[src/rtl/lsu_pkg.sv]
`default_nettype none
// ============================================================================
// lsu_pkg : funct3 codes, FSM state type and access-size helpers for the LSU
// Rev 1.0
// ============================================================================
package lsu_pkg;

   localparam logic [2:0] F3_B  = 3'b000;
   localparam logic [2:0] F3_H  = 3'b001;
   localparam logic [2:0] F3_W  = 3'b010;
   localparam logic [2:0] F3_BU = 3'b100;
   localparam logic [2:0] F3_HU = 3'b101;

   typedef enum logic [1:0] {
      IDLE   = 2'd0,
      FIRST  = 2'd1,
      SECOND = 2'd2,
      RESP   = 2'd3
   } lsu_state_t;

   function automatic logic [3:0] size_mask(input logic [2:0] funct3);
      case (funct3[1:0])
         2'b00:   size_mask = 4'b0001;
         2'b01:   size_mask = 4'b0011;
         default: size_mask = 4'b1111;
      endcase
   endfunction

   // Unsigned variants exist only for loads.
   function automatic logic is_legal(input logic we, input logic [2:0] funct3);
      case (funct3)
         F3_B, F3_H, F3_W: is_legal = 1'b1;
         F3_BU, F3_HU:     is_legal = ~we;
         default:          is_legal = 1'b0;
      endcase
   endfunction

   function automatic logic is_split(input logic [2:0] funct3, input logic [1:0] offset);
      case (funct3)
         F3_W:        is_split = (offset != 2'b00);
         F3_H, F3_HU: is_split = (offset == 2'b11);
         default:     is_split = 1'b0;
      endcase
   endfunction

endpackage : lsu_pkg
`default_nettype wire

[src/rtl/lsu_align.sv]
`default_nettype none
// ============================================================================
// lsu_align : byte-lane steering for stores and extraction/extension for loads
// Rev 1.0
// ============================================================================
module lsu_align
   import lsu_pkg::*;
(
   input  logic [2:0]  funct3,
   input  logic [1:0]  offset,
   input  logic [31:0] wdata,
   input  logic [31:0] hi,
   input  logic [31:0] lo,
   output logic [7:0]  be,
   output logic [63:0] wdata_sh,
   output logic [31:0] rdata
);

   logic [31:0] w_sh;

   assign be       = {4'h0, size_mask(funct3)} << offset;
   assign wdata_sh = {32'h0, wdata} << {offset, 3'b000};
   assign w_sh     = 32'({hi, lo} >> {offset, 3'b000});

   always_comb begin
      rdata = 32'h0;
      case (funct3)
         F3_B:    rdata = {{24{w_sh[7]}}, w_sh[7:0]};
         F3_H:    rdata = {{16{w_sh[15]}}, w_sh[15:0]};
         F3_W:    rdata = w_sh;
         F3_BU:   rdata = {24'h0, w_sh[7:0]};
         F3_HU:   rdata = {16'h0, w_sh[15:0]};
         default: rdata = 32'h0;
      endcase
   end

endmodule : lsu_align
`default_nettype wire

[src/rtl/lsu.sv]
`default_nettype none
// ============================================================================
// lsu : load/store unit, splits misaligned accesses and stalls the core
// Rev 1.0
// ============================================================================
module lsu
   import lsu_pkg::*;
#(
   parameter int SPLIT_EN = 1
) (
   input  logic        clk_i,
   input  logic        rst_n_i,
   input  logic        req_i,
   input  logic        we_i,
   input  logic [2:0]  funct3_i,
   input  logic [31:0] addr_i,
   input  logic [31:0] wdata_i,
   output logic        busy_o,
   output logic        done_o,
   output logic        err_o,
   output logic [31:0] rdata_o,
   output logic        mem_en_o,
   output logic        mem_wen_o,
   output logic [3:0]  mem_be_o,
   output logic [31:0] mem_addr_o,
   output logic [31:0] mem_din_o,
   input  logic [31:0] mem_dout_i,
   input  logic        mem_busy_i
);

   lsu_state_t  r_state;
   logic        r_we;
   logic        r_split;
   logic [2:0]  r_funct3;
   logic [1:0]  r_off;
   logic [31:0] r_wdata;
   logic [31:0] r_lo;

   logic        w_idle;
   logic        w_legal;
   logic        w_split;
   logic        w_misalign_err;
   logic        w_complete;
   logic [2:0]  w_funct3;
   logic [1:0]  w_off;
   logic [31:0] w_wdata;
   logic [31:0] w_hi;
   logic [31:0] w_lo;
   logic [7:0]  w_be;
   logic [63:0] w_din;
   logic [31:0] w_rdata;

   // In IDLE the aligner sees the live request so FIRST's outputs can be registered directly.
   assign w_idle     = (r_state == IDLE);
   assign w_funct3   = w_idle ? funct3_i     : r_funct3;
   assign w_off      = w_idle ? addr_i[1:0]  : r_off;
   assign w_wdata    = w_idle ? wdata_i      : r_wdata;
   assign w_lo       = (r_state == SECOND) ? r_lo       : mem_dout_i;
   assign w_hi       = (r_state == SECOND) ? mem_dout_i : 32'h0;
   assign w_legal    = is_legal(we_i, funct3_i);
   assign w_split    = is_split(funct3_i, addr_i[1:0]);
   assign w_complete = mem_en_o & ~mem_busy_i;
   assign busy_o     = ~w_idle;

   generate
      if (SPLIT_EN != 0) begin : g_split
         assign w_misalign_err = 1'b0;
      end else begin : g_nosplit
         assign w_misalign_err = w_split;
      end
   endgenerate

   lsu_align u_align (
      .funct3   (w_funct3),
      .offset   (w_off),
      .wdata    (w_wdata),
      .hi       (w_hi),
      .lo       (w_lo),
      .be       (w_be),
      .wdata_sh (w_din),
      .rdata    (w_rdata)
   );

   always_ff @(posedge clk_i or negedge rst_n_i) begin
      if (!rst_n_i) begin
         r_state    <= IDLE;
         r_we       <= 1'b0;
         r_split    <= 1'b0;
         r_funct3   <= 3'b000;
         r_off      <= 2'b00;
         r_wdata    <= 32'h0;
         r_lo       <= 32'h0;
         done_o     <= 1'b0;
         err_o      <= 1'b0;
         rdata_o    <= 32'h0;
         mem_en_o   <= 1'b0;
         mem_wen_o  <= 1'b0;
         mem_be_o   <= 4'h0;
         mem_addr_o <= 32'h0;
         mem_din_o  <= 32'h0;
      end else begin
         case (r_state)
            IDLE: begin
               if (req_i) begin
                  r_we     <= we_i;
                  r_funct3 <= funct3_i;
                  r_off    <= addr_i[1:0];
                  r_wdata  <= wdata_i;
                  r_split  <= w_split;
                  if (!w_legal || w_misalign_err) begin
                     r_state <= RESP;
                     done_o  <= 1'b1;
                     err_o   <= 1'b1;
                     rdata_o <= 32'h0;
                  end else begin
                     r_state    <= FIRST;
                     mem_en_o   <= 1'b1;
                     mem_wen_o  <= we_i;
                     mem_be_o   <= w_be[3:0];
                     mem_addr_o <= {addr_i[31:2], 2'b00};
                     mem_din_o  <= w_din[31:0];
                  end
               end
            end
            FIRST: begin
               if (w_complete) begin
                  r_lo <= mem_dout_i;
                  if (r_split) begin
                     r_state    <= SECOND;
                     mem_addr_o <= mem_addr_o + 32'd4;
                     mem_be_o   <= w_be[7:4];
                     mem_din_o  <= w_din[63:32];
                  end else begin
                     r_state    <= RESP;
                     done_o     <= 1'b1;
                     err_o      <= 1'b0;
                     rdata_o    <= r_we ? 32'h0 : w_rdata;
                     mem_en_o   <= 1'b0;
                     mem_wen_o  <= 1'b0;
                     mem_be_o   <= 4'h0;
                     mem_addr_o <= 32'h0;
                     mem_din_o  <= 32'h0;
                  end
               end
            end
            SECOND: begin
               if (w_complete) begin
                  r_state    <= RESP;
                  done_o     <= 1'b1;
                  err_o      <= 1'b0;
                  rdata_o    <= r_we ? 32'h0 : w_rdata;
                  mem_en_o   <= 1'b0;
                  mem_wen_o  <= 1'b0;
                  mem_be_o   <= 4'h0;
                  mem_addr_o <= 32'h0;
                  mem_din_o  <= 32'h0;
               end
            end
            RESP: begin
               r_state <= IDLE;
               done_o  <= 1'b0;
               err_o   <= 1'b0;
               rdata_o <= 32'h0;
            end
            default: r_state <= IDLE;
         endcase
      end
   end

endmodule : lsu
`default_nettype wire

[config.mk]
export PLATFORM = sky130hd
export DESIGN_NAME = lsu
export DESIGN_NICKNAME = d
export VERILOG_FILES = /design/src/rtl/lsu_pkg.sv /design/src/rtl/lsu_align.sv /design/src/rtl/lsu.sv
export SDC_FILE = /design/constraint.sdc
export NUM_CORES = 1
export LEC_CHECK = 0
export BUFFER_PORTS_ARGS = -buffer_cell sky130_fd_sc_hd__clkbuf_2
export CORE_MARGIN = 4
export CORE_UTILIZATION = 40
export CTS_CLUSTER_DIAMETER = 200
export DETAILED_ROUTE_END_ITERATION = 8
export PLACE_DENSITY = 0.63
export RECOVER_POWER = 100
export SYNTH_ARGS = -nofsm -noshare
export SYNTH_HDL_FRONTEND = slang
export SYNTH_HIERARCHICAL = 1
export SYNTH_SLANG_ARGS = --single-unit
[constraint.sdc]
create_clock -name clk_i -period 3 [get_ports clk_i]
set_clock_uncertainty 0.05 [all_clocks]
set_input_delay 0.6 -clock clk_i [delete_from_list [all_inputs] [get_ports clk_i]]
set_output_delay 0.6 -clock clk_i [all_outputs]
set_load 0.01 [all_outputs]
Word-level counts from Yosys, hierarchy flattened:

Cells that the tools add are included.

* shift-type cells: 3
* equality and inequality tests: 19
* reduce and logical (&&, ||, !) cells: 15
* $add $sub $neg: 1
* multiplexer cells: 55
* bitwise logic cells: 4

Operators with widths (count)
* two-way mux 32 bit: 18
* one-hot mux 32 bit (3 select lines): 2
* one-hot mux 32 bit (5 select lines): 1
* one-hot mux 32 bit (4 select lines): 1
* << shifter 32 x 5 -> 64 bit: 1
* right shift 64 x 5 -> 32 bit: 1
* adder 32 x 3 -> 32 bit (second input constant): 1
* two-way mux 4 bit: 5
* two-way mux 1 bit: 13
* == test 3 bit (second input constant): 4
* one-hot mux 4 bit (3 select lines): 1
* two-way mux 2 bit: 5
* inequality test 2 bit (second input constant): 5
* AND reduction 5 bit: 2
* one-hot mux 1 bit (4 select lines): 2
* one-hot mux 2 bit (4 select lines): 1
* one-hot mux 4 bit (2 select lines): 1
* << shifter 4 x 2 -> 8 bit: 1
* == test 2 bit (second input constant): 3
* == test 3 x 1 -> 1 bit (second input constant): 2
* == test 3 x 2 -> 1 bit (second input constant): 2
* zero test 3 bit: 2
* one-hot mux 1 bit (3 select lines): 2
* AND reduction 6 bit: 1
* other kinds (13): 20

* bits of input ports: 104
* output and inout port bits: 105
* word-level logic and storage cells: 112
* flip-flop bits (word level): 177

Depth between registers and ports, before layout:

Gate-level depths: netlist of run 1.

* word-level depth: 8
* depth in mapped cells: 13
* gate-level depth less buffers: 8

Hierarchy:

Netlist of run 1, hierarchy kept.

By module, submodules not included
* lsu: times used 1, cells each 855, seq. area each 4379.2 um^2, area each 9128.8 um^2
* lsu_align: times used 1, cells each 260, seq. area each 0.0 um^2, area each 2258.4 um^2

Worst setup path before layout of run 1:

Ideal clock, no wire load.

* path kind: register to register
* from: register r_state[0]
* to: register rdata_o[18]
* cell stages (with the launch flop): 12
* setup slack: 0.171 ns
* buffers on the path: 3
* arrival time: 2.649 ns
* clock period less this slack: 2.829 ns
* required time: 2.820 ns
* library setup time: 0.130 ns
* path through: dfrtp_1 inv_1 ha_1 clkbuf_1 clkbuf_1 mux2_2 mux2_4 a32oi_2 buf_6 a31oi_1 nand3_1 o21ai_0

* cells in the longest elaborated chain, start to end: 8
* elaborated cells on any way between the ends: 26
* those cells by class: eq/ne: 12; shift: 1; mux: 10; reduce/logical: 3

Ends and longest elaborated chain
* from (decl): RTL line lsu.sv:31 `lsu_state_t r_state;`
* from (signal assigned): RTL line lsu.sv:86 `r_state <= IDLE;`
* from (signal assigned): RTL line lsu.sv:111 `r_state <= RESP;`
* from (signal assigned): RTL line lsu.sv:116 `r_state <= FIRST;`
* == test 2 bit (*): RTL line lsu.sv:58 `assign w_lo = (r_state == SECOND) ? r_lo : mem_dout_i;`
* two-way mux 32 bit (*): RTL line lsu.sv:58
* via w_lo[23]: RTL line lsu.sv:48 `logic [31:0] w_lo;`
* right shift 64 x 5 -> 32 bit (*): RTL line lsu_align.sv:23 `assign w_sh = 32'({hi, lo} >> {offset, 3'b000});`
* one-hot mux 32 bit (5 select lines) (*): RTL line lsu_align.sv:27 `case (funct3)`
* via w_rdata[18]: RTL line lsu.sv:51 `logic [31:0] w_rdata;`
* two-way mux 32 bit (*): RTL line lsu.sv:137, lsu.sv:151
* two-way mux 32 bit: RTL line lsu.sv:128 `if (r_split) begin`
* two-way mux 32 bit: RTL line lsu.sv:126 `if (w_complete) begin`
* one-hot mux 32 bit (4 select lines) (*): RTL line lsu.sv:102 `case (r_state)`
* to (signal assigned): RTL line lsu.sv:137 `rdata_o <= r_we ? 32'h0 : w_rdata;`
* to (signal assigned): RTL line lsu.sv:151 `rdata_o <= r_we ? 32'h0 : w_rdata;`
* to (decl): RTL line lsu.sv:21 `output logic [31:0] rdata_o,`

Mark *: on every way through the listed nets, which the timed path passes. The rest lies on a longest branch. The select of a mux whose other input is x is not followed.
A chain may end at the register's enable or synchronous reset.

Worst setup path in the final report of run 1:

* from: register r_state[0]
* to: register mem_din_o[5]

* cells in the longest elaborated chain, start to end: 6
* elaborated cells on any way between the ends: 17
* those cells by class: eq/ne: 6; shift: 1; mux: 7; reduce/logical: 3

Ends and longest elaborated chain
* zero test 2 bit: RTL line lsu.sv:54 `assign w_idle = (r_state == IDLE);`
* two-way mux 2 bit: RTL line lsu.sv:56 `assign w_off = w_idle ? addr_i[1:0] : r_off;`
* via w_off[1]: RTL line lsu.sv:45 `logic [1:0] w_off;`
* << shifter 32 x 5 -> 64 bit: RTL line lsu_align.sv:22 `assign wdata_sh = {32'h0, wdata} << {offset, 3'b000};`
* via w_din[37]: RTL line lsu.sv:50 `logic [63:0] w_din;`
* two-way mux 32 bit: RTL line lsu.sv:128
* two-way mux 32 bit: RTL line lsu.sv:126
* one-hot mux 32 bit (3 select lines): RTL line lsu.sv:102
* to (signal assigned): RTL line lsu.sv:121 `mem_din_o <= w_din[31:0];`
* to (signal assigned): RTL line lsu.sv:132 `mem_din_o <= w_din[63:32];`
* to (decl): RTL line lsu.sv:26 `output logic [31:0] mem_din_o,`

The timed path passes the listed nets, and every way through them passes these cells. The select of a mux whose other input is x is not followed.

==> results.md, run 1 <==
- Setup crit end kind: flip-flop
- Worst Path Required: 3.26 ns
- Nets@finish: 1,378
- GRT Total Usage: 0.205
- Antenna viol nets, final: 0
- Skew-Pair Late Insertion Delay: 0.44 ns
- Static Leak: 0.00561 µW
- Synthesis Warnings: 6
- Largest net degree at the start of global routing: 66
- # hold bufs at CTS: 0
- Fin. Hold Viols: 0
- CTS tree: done
- WL/cell: 19.3 µm
- Failing checks: capacitance limit, slew limit
- Type of origin of the critical path: flip-flop
- Delay-heaviest family, CP: multiplexers
- Top Usage Layer GRT: met1
- Relative slew margins: -0.0980
- Clock Path Buffers: 2
- Buf/Inv on CP: 2
- Hold/Removal Path Class: in -> reg
- H-tree levels: 4
- Final Cycle Share: 0.940
- Die area: 31,100 µm²
- Total wire length: 32.1 mm
- Initial Util: 0.407
- Slew Limit Fails: 57
- Dpl hpwl: 22.6 mm
- WP data arrival: 3.08 ns
- Global route overflow: 0
- Drt first-iter violations: 734
- Max-cap violations: 1
- RePlAce Congestion: 0.861
- F_max: 354 MHz
- Syn_area_per_cell: 10.2 µm²
- Peak supply drop: 0.000648 V
- Layout cells sized above 1: 0.295
- # setup viols final: 0
- Initial antenna violation count: 4
- First-pass GRT wire length: 51.3 mm
- Area of the core: 27,900 µm²
- Die Span Y: 176 µm
- Die W: 176 µm
- Ports: 209
- Met3 GRT Util: 0.0439
- Drt drc: 0
- Port bufs: 206
- Synth Instances: 1,107
- Status: finished, violations left
- Slowest CP cell: mux2_2
- RSZ-0062 raised after global routing: no
- Layout Utilization: 0.470
- Synth Cell Area: 11,300 µm²
- Crit-path max FO: 38
- Crit path cell chain: inv_1 -> ha_2 -> mux2_2 -> buf_12 -> mux2_1 -> a22o_1 -> a221oi_1 -> nor2_1
- GRT met2 Usage: 0.304
- Met1 GRT Util: 0.307
- Layout area overhead: 15.5%
- Vias in the first global route: 9,081
- Row count: 61
- Num Clock Sinks: 175
- Root Driver: clkbuf_16
- Worst-Margin Slew: 1.65 ns
- Via density: 5.57
- Pwr Density: 1270 nW/µm²
- CTS buffer count: 17
- Crit path kind: reg -> reg
- CP peak stage delay: 0.49 ns
- Vias: 9,245
- Post-route minimum period: 2.82 ns
- Drt pass-1 iters: 5
- Setup TNS: 0 ns
- CTS clock-pin slew for the worst setup and hold paths: 0.09 ns
sequential cells by signal, summed over array words and instances, names as in the netlist, 2 cells and up:
name        count
mem_din_o      32
r_lo           32
r_wdata        32
rdata_o        32
mem_addr_o     30
mem_be_o        4
r_funct3        3
r_off           2
r_state         2
through the flow:
step                setup WS [ns]  total power (µW)  hold slack, ns  instance area (µm²)  std cells
floorplan                   0.185             11900           0.254                11400       1116
global placement            0.310             14400           0.432                12700       1627
detailed placement          0.247             14600           0.438                12700       1627
CTS                         0.228             17000           0.126                13300       1659
global route               0.0253             17900           0.341                13100       1660
finish                      0.179             16600           0.352                13100       1660
final timing paths:
path	from	endpoint	slack [ns]	cells after the start
max in group asynchronous	rst_n_i	r_wdata[11]	0.49	2
max	r_state[0]	mem_din_o[5]	0.18	8
min	addr_i[10]	mem_addr_o[10]	0.35	2
min in group asynchronous	rst_n_i	rdata_o[27]	0.54	1
max reg2reg	r_state[0]	mem_din_o[5]	0.18	8
min reg2reg	r_lo[21]	r_lo[21]	0.45	1
where the power goes:
group | leakage [µW] | total [µW] | switching (µW) | internal (µW)
Clock | 0.000300 | 2320 | 1110 | 1200
Sequential | 0.00218 | 4180 | 704 | 3480
Combinational | 0.00313 | 10100 | 5760 | 4370
layout make-up:
class / instances / area, µm²
Antenna cell: 1 / 2.50
Clock buffer: 17 / 425
Clock inverter: 15 / 186
Fill cell: 2716 / 14800
Inverter: 50 / 188
Multi-Input combinational cell: 787 / 6210
Sequential cell: 175 / 4380
Tap cell: 378 / 473
Timing Repair Buffer: 237 / 1230
worst register-to-register path, stage by stage (launching register included):
cell and delay, ns:
dfrtp_1 0.45, inv_1 0.11, ha_2 0.25, mux2_2 0.49, buf_12 0.23, mux2_1 0.37, a22o_1 0.23, a221oi_1 0.44
nor2_1 0.08
cell usage in the layout (no fill, tap or decap), types with 10 or more instances in the layout:
master / n
a22o_1: 13
mux4_1: 13
and2_1: 36
a31oi_1: 21
a21oi_1: 34
a221oi_2: 26
mux4_2: 19
o21ai_0: 64
conb_1: 11
mux2i_1: 25
nand3_1: 46
clkbuf_2: 110
inv_1: 49
mux2_2: 142
clkbuf_16: 17
buf_4: 12
clkbuf_1: 105
o21ai_1: 10
nor2b_1: 20
nor2_1: 113
buf_12: 10
nand2_1: 66
a221oi_1: 11
and3_1: 16
dfrtp_1: 175
per-layer routing:
layer	vias to the layer above	part of all wire
li1	4329	-
met1	4568	0.48
met2	305	0.44
met3	37	0.063
met4	6	0.015
met5	-	0.0015
repair_timing:
action / 4_1_cts / 5_1_grt
resized for setup: 0 / 1
setup endpoints to repair: 0 / 1
setup buffers: 0 / 0
Note: power is estimated with default switching activity, not from simulation.
==> run 2, diff against run 1 <==
--- a/config.mk
+++ b/config.mk
@@ -6,13 +6,14 @@
 export NUM_CORES = 1
 export LEC_CHECK = 0
 export BUFFER_PORTS_ARGS = -buffer_cell sky130_fd_sc_hd__clkbuf_2
+export CORE_ASPECT_RATIO = 1.2
 export CORE_MARGIN = 4
 export CORE_UTILIZATION = 40
 export CTS_CLUSTER_DIAMETER = 200
 export DETAILED_ROUTE_END_ITERATION = 8
 export PLACE_DENSITY = 0.63
-export RECOVER_POWER = 100
 export SYNTH_ARGS = -nofsm -noshare
 export SYNTH_HDL_FRONTEND = slang
 export SYNTH_HIERARCHICAL = 1
 export SYNTH_SLANG_ARGS = --single-unit
+export TNS_END_PERCENT = 1
==> run 2 against run 1 <==
  * The flow now finishes without violations
  * Critical path depth increased by 1
  * Via count decreased by 2.2%
  * Count of clock-buffer cells in the layout increased by 1
==> results.md, run 2 (synthesis gave the netlist of run 1 again) <==
- CTS clock-pin slew for the worst setup and hold paths: 0.07 ns (-0.02 ns)
- Peak supply drop: 0.000659 V (+1.8%)
- Via density: 5.44 (-2.4%)
- RSZ-0062 raised after global routing: no
- Slew Limit Fails: 0 (-100%)
- Die W: 162 µm (-8.3%)
- GRT met2 Usage: 0.319 (+0.0157)
- Type of origin of the critical path: flip-flop
- Met1 GRT Util: 0.270 (-0.0363)
- Relative slew margins: 0.446 (+0.544)
- Vias in the first global route: 8,887 (-2.1%)
- Port bufs: 206 (unchanged)
- WP data arrival: 3.06 ns (-0.02 ns)
- Die area: 31,100 µm² (about the same)
- Post-route minimum period: 2.80 ns (-0.0207 ns)
- Commonest non-fill, non-tap cell in the layout: clkbuf_2
- Global route overflow: 0 (unchanged)
- Static Leak: 0.00597 µW (+6.5%)
- Area of the core: 27,900 µm² (+0.21%)
- Layout cells sized above 1: 0.387 (+0.0915)
- Pwr Density: 1260 nW/µm² (-0.91%)
- Max-cap violations: 0 (-1)
- WL/cell: 18.8 µm (-2.7%)
- Row count: 67 (+9.8%)
- Die Span Y: 192 µm (+9.1%)
- Skew-Pair Late Insertion Delay: 0.44 ns (about the same)
- Crit path kind: reg -> reg
- Worst-Margin Slew: 0.830 ns (-0.817 ns)
- Largest net degree at the start of global routing: 66 (unchanged)
- RePlAce Congestion: 0.857 (-0.45%)
- Drt drc: 0 (unchanged)
- GRT Total Usage: 0.200 (-0.00569)
- Fin. Hold Viols: 0 (unchanged)
- Root Driver: clkbuf_16
- CTS buffer count: 17 (unchanged)
- Worst Path Required: 3.26 ns (about the same)
- Nets@finish: 1,380 (+0.15%)
- Antenna viol nets, final: 0 (unchanged)
- Initial antenna violation count: 6 (+2)
- Crit-path max FO: 26 (-32%)
- Total setup buffers inserted after CTS: 0 (unchanged)
- F_max: 357 MHz (+0.74%)
- Dpl hpwl: 22.4 mm (-1.0%)
- H-tree levels: 4 (unchanged)
- Initial Util: 0.406 (-0.000839)
- Commonest non-fill, non-tap cells in the layout: clkbuf_2, dfrtp_1, mux2_2
- Top Usage Layer GRT: met2
- Drt pass-1 iters: 5 (unchanged)
- # hold bufs at CTS: 0 (unchanged)
- Vias: 9,046 (-2.2%)
- Met3 GRT Util: 0.0436 (-0.000317)
- Final Cycle Share: 0.934 (-0.00690)
- Worst reg2reg setup slack: 0.20 ns (+0.02 ns)
- Num Clock Sinks: 175 (unchanged)
- Status: finished clean
- Clock Path Buffers: 2 (unchanged)
- # setup viols final: 0 (unchanged)
- Layout area overhead: 17.4%
- Layout Utilization: 0.477 (+0.00683)
- Setup TNS: 0 ns (unchanged)
- First-pass GRT wire length: 49.8 mm (-2.9%)
- Setup crit end kind: flip-flop
- CTS-repair resized insts: 0 (unchanged)
- Ports: 209 (unchanged)
- Total wire length: 31.3 mm (-2.5%)
- Drt first-iter violations: 588 (-20%)
- CTS tree: done
- Hold/Removal Path Class: in -> async
==> run 2: cell types whose count changed in the layout (fill, tap and decap cells not counted), sizes merged <==
| cell | change |
|---|---|
| clkinvlp | +1 |
| inv | -2 |
| clkbuf | -9 |
| diode | +1 |
| bufinv | +1 |
| buf | +12 |
| clkinv | -1 |
==> run 2: path summary, 6_finish.rpt <==
check | start | to | cells past startpoint
setup reg to reg | r_state[0] | rdata_o[20] | 9
setup / recovery | r_state[0] | rdata_o[20] | 9
hold reg to reg | r_lo[31] | r_lo[31] | 1
max in group asynchronous | rst_n_i | mem_addr_o[12] | 2
min in group clk_i | addr_i[29] | mem_addr_o[29] | 3
hold / removal | rst_n_i | r_lo[28] | 1
==> run 2: layout make-up <==
type / instances / area [µm²]
Antenna cell: 2 / 5.00
Clock buffer: 18 / 429
Clock inverter: 14 / 155
Fill cell: 2601 / 14600
Inverter: 50 / 188
Multi-Input combinational cell: 787 / 6240
Sequential cell: 175 / 4380
Tap cell: 379 / 474
Timing Repair Buffer: 239 / 1440
==> run 2: stage by stage <==
stage / setup slack (ns) / hold slack [ns] / area [µm²] / cells / total power [µW]
global route: 0.0188 / 0.128 / 13300 / 1664 / 18100
CTS: 0.138 / 0.104 / 13300 / 1662 / 16900
finish: 0.199 / 0.101 / 13300 / 1664 / 16800
floorplan: 0.185 / 0.254 / 11400 / 1116 / 11900
detailed placement: 0.142 / 0.438 / 12700 / 1630 / 14500
global placement: 0.209 / 0.431 / 12700 / 1630 / 14400
==> run 2: critical path: stages (launching register included) <==
cell	delay (ns)
dfrtp_1	0.44
inv_1	0.11
ha_2	0.36
mux2_4	0.48
buf_4	0.25
mux4_1	0.59
nand2_1	0.10
a31oi_1	0.09
nand3_1	0.09
o21ai_0	0.08
==> run 2: per-layer routing <==
layer | share of wire | routed length [µm] | vias to the layer above
met5 | 0.0016 | 50 | -
met4 | 0.026 | 805 | 8
met3 | 0.046 | 1430 | 44
met2 | 0.48 | 14900 | 205
met1 | 0.45 | 14100 | 4464
li1 | - | - | 4325
==> run 2: report_power, final <==
group          switching (µW)  internal, µW  leakage [µW]
clock                    1020          1240      0.000288
combinational            5710          4580       0.00351
sequential                723          3480       0.00218
total                    7450          9300       0.00597
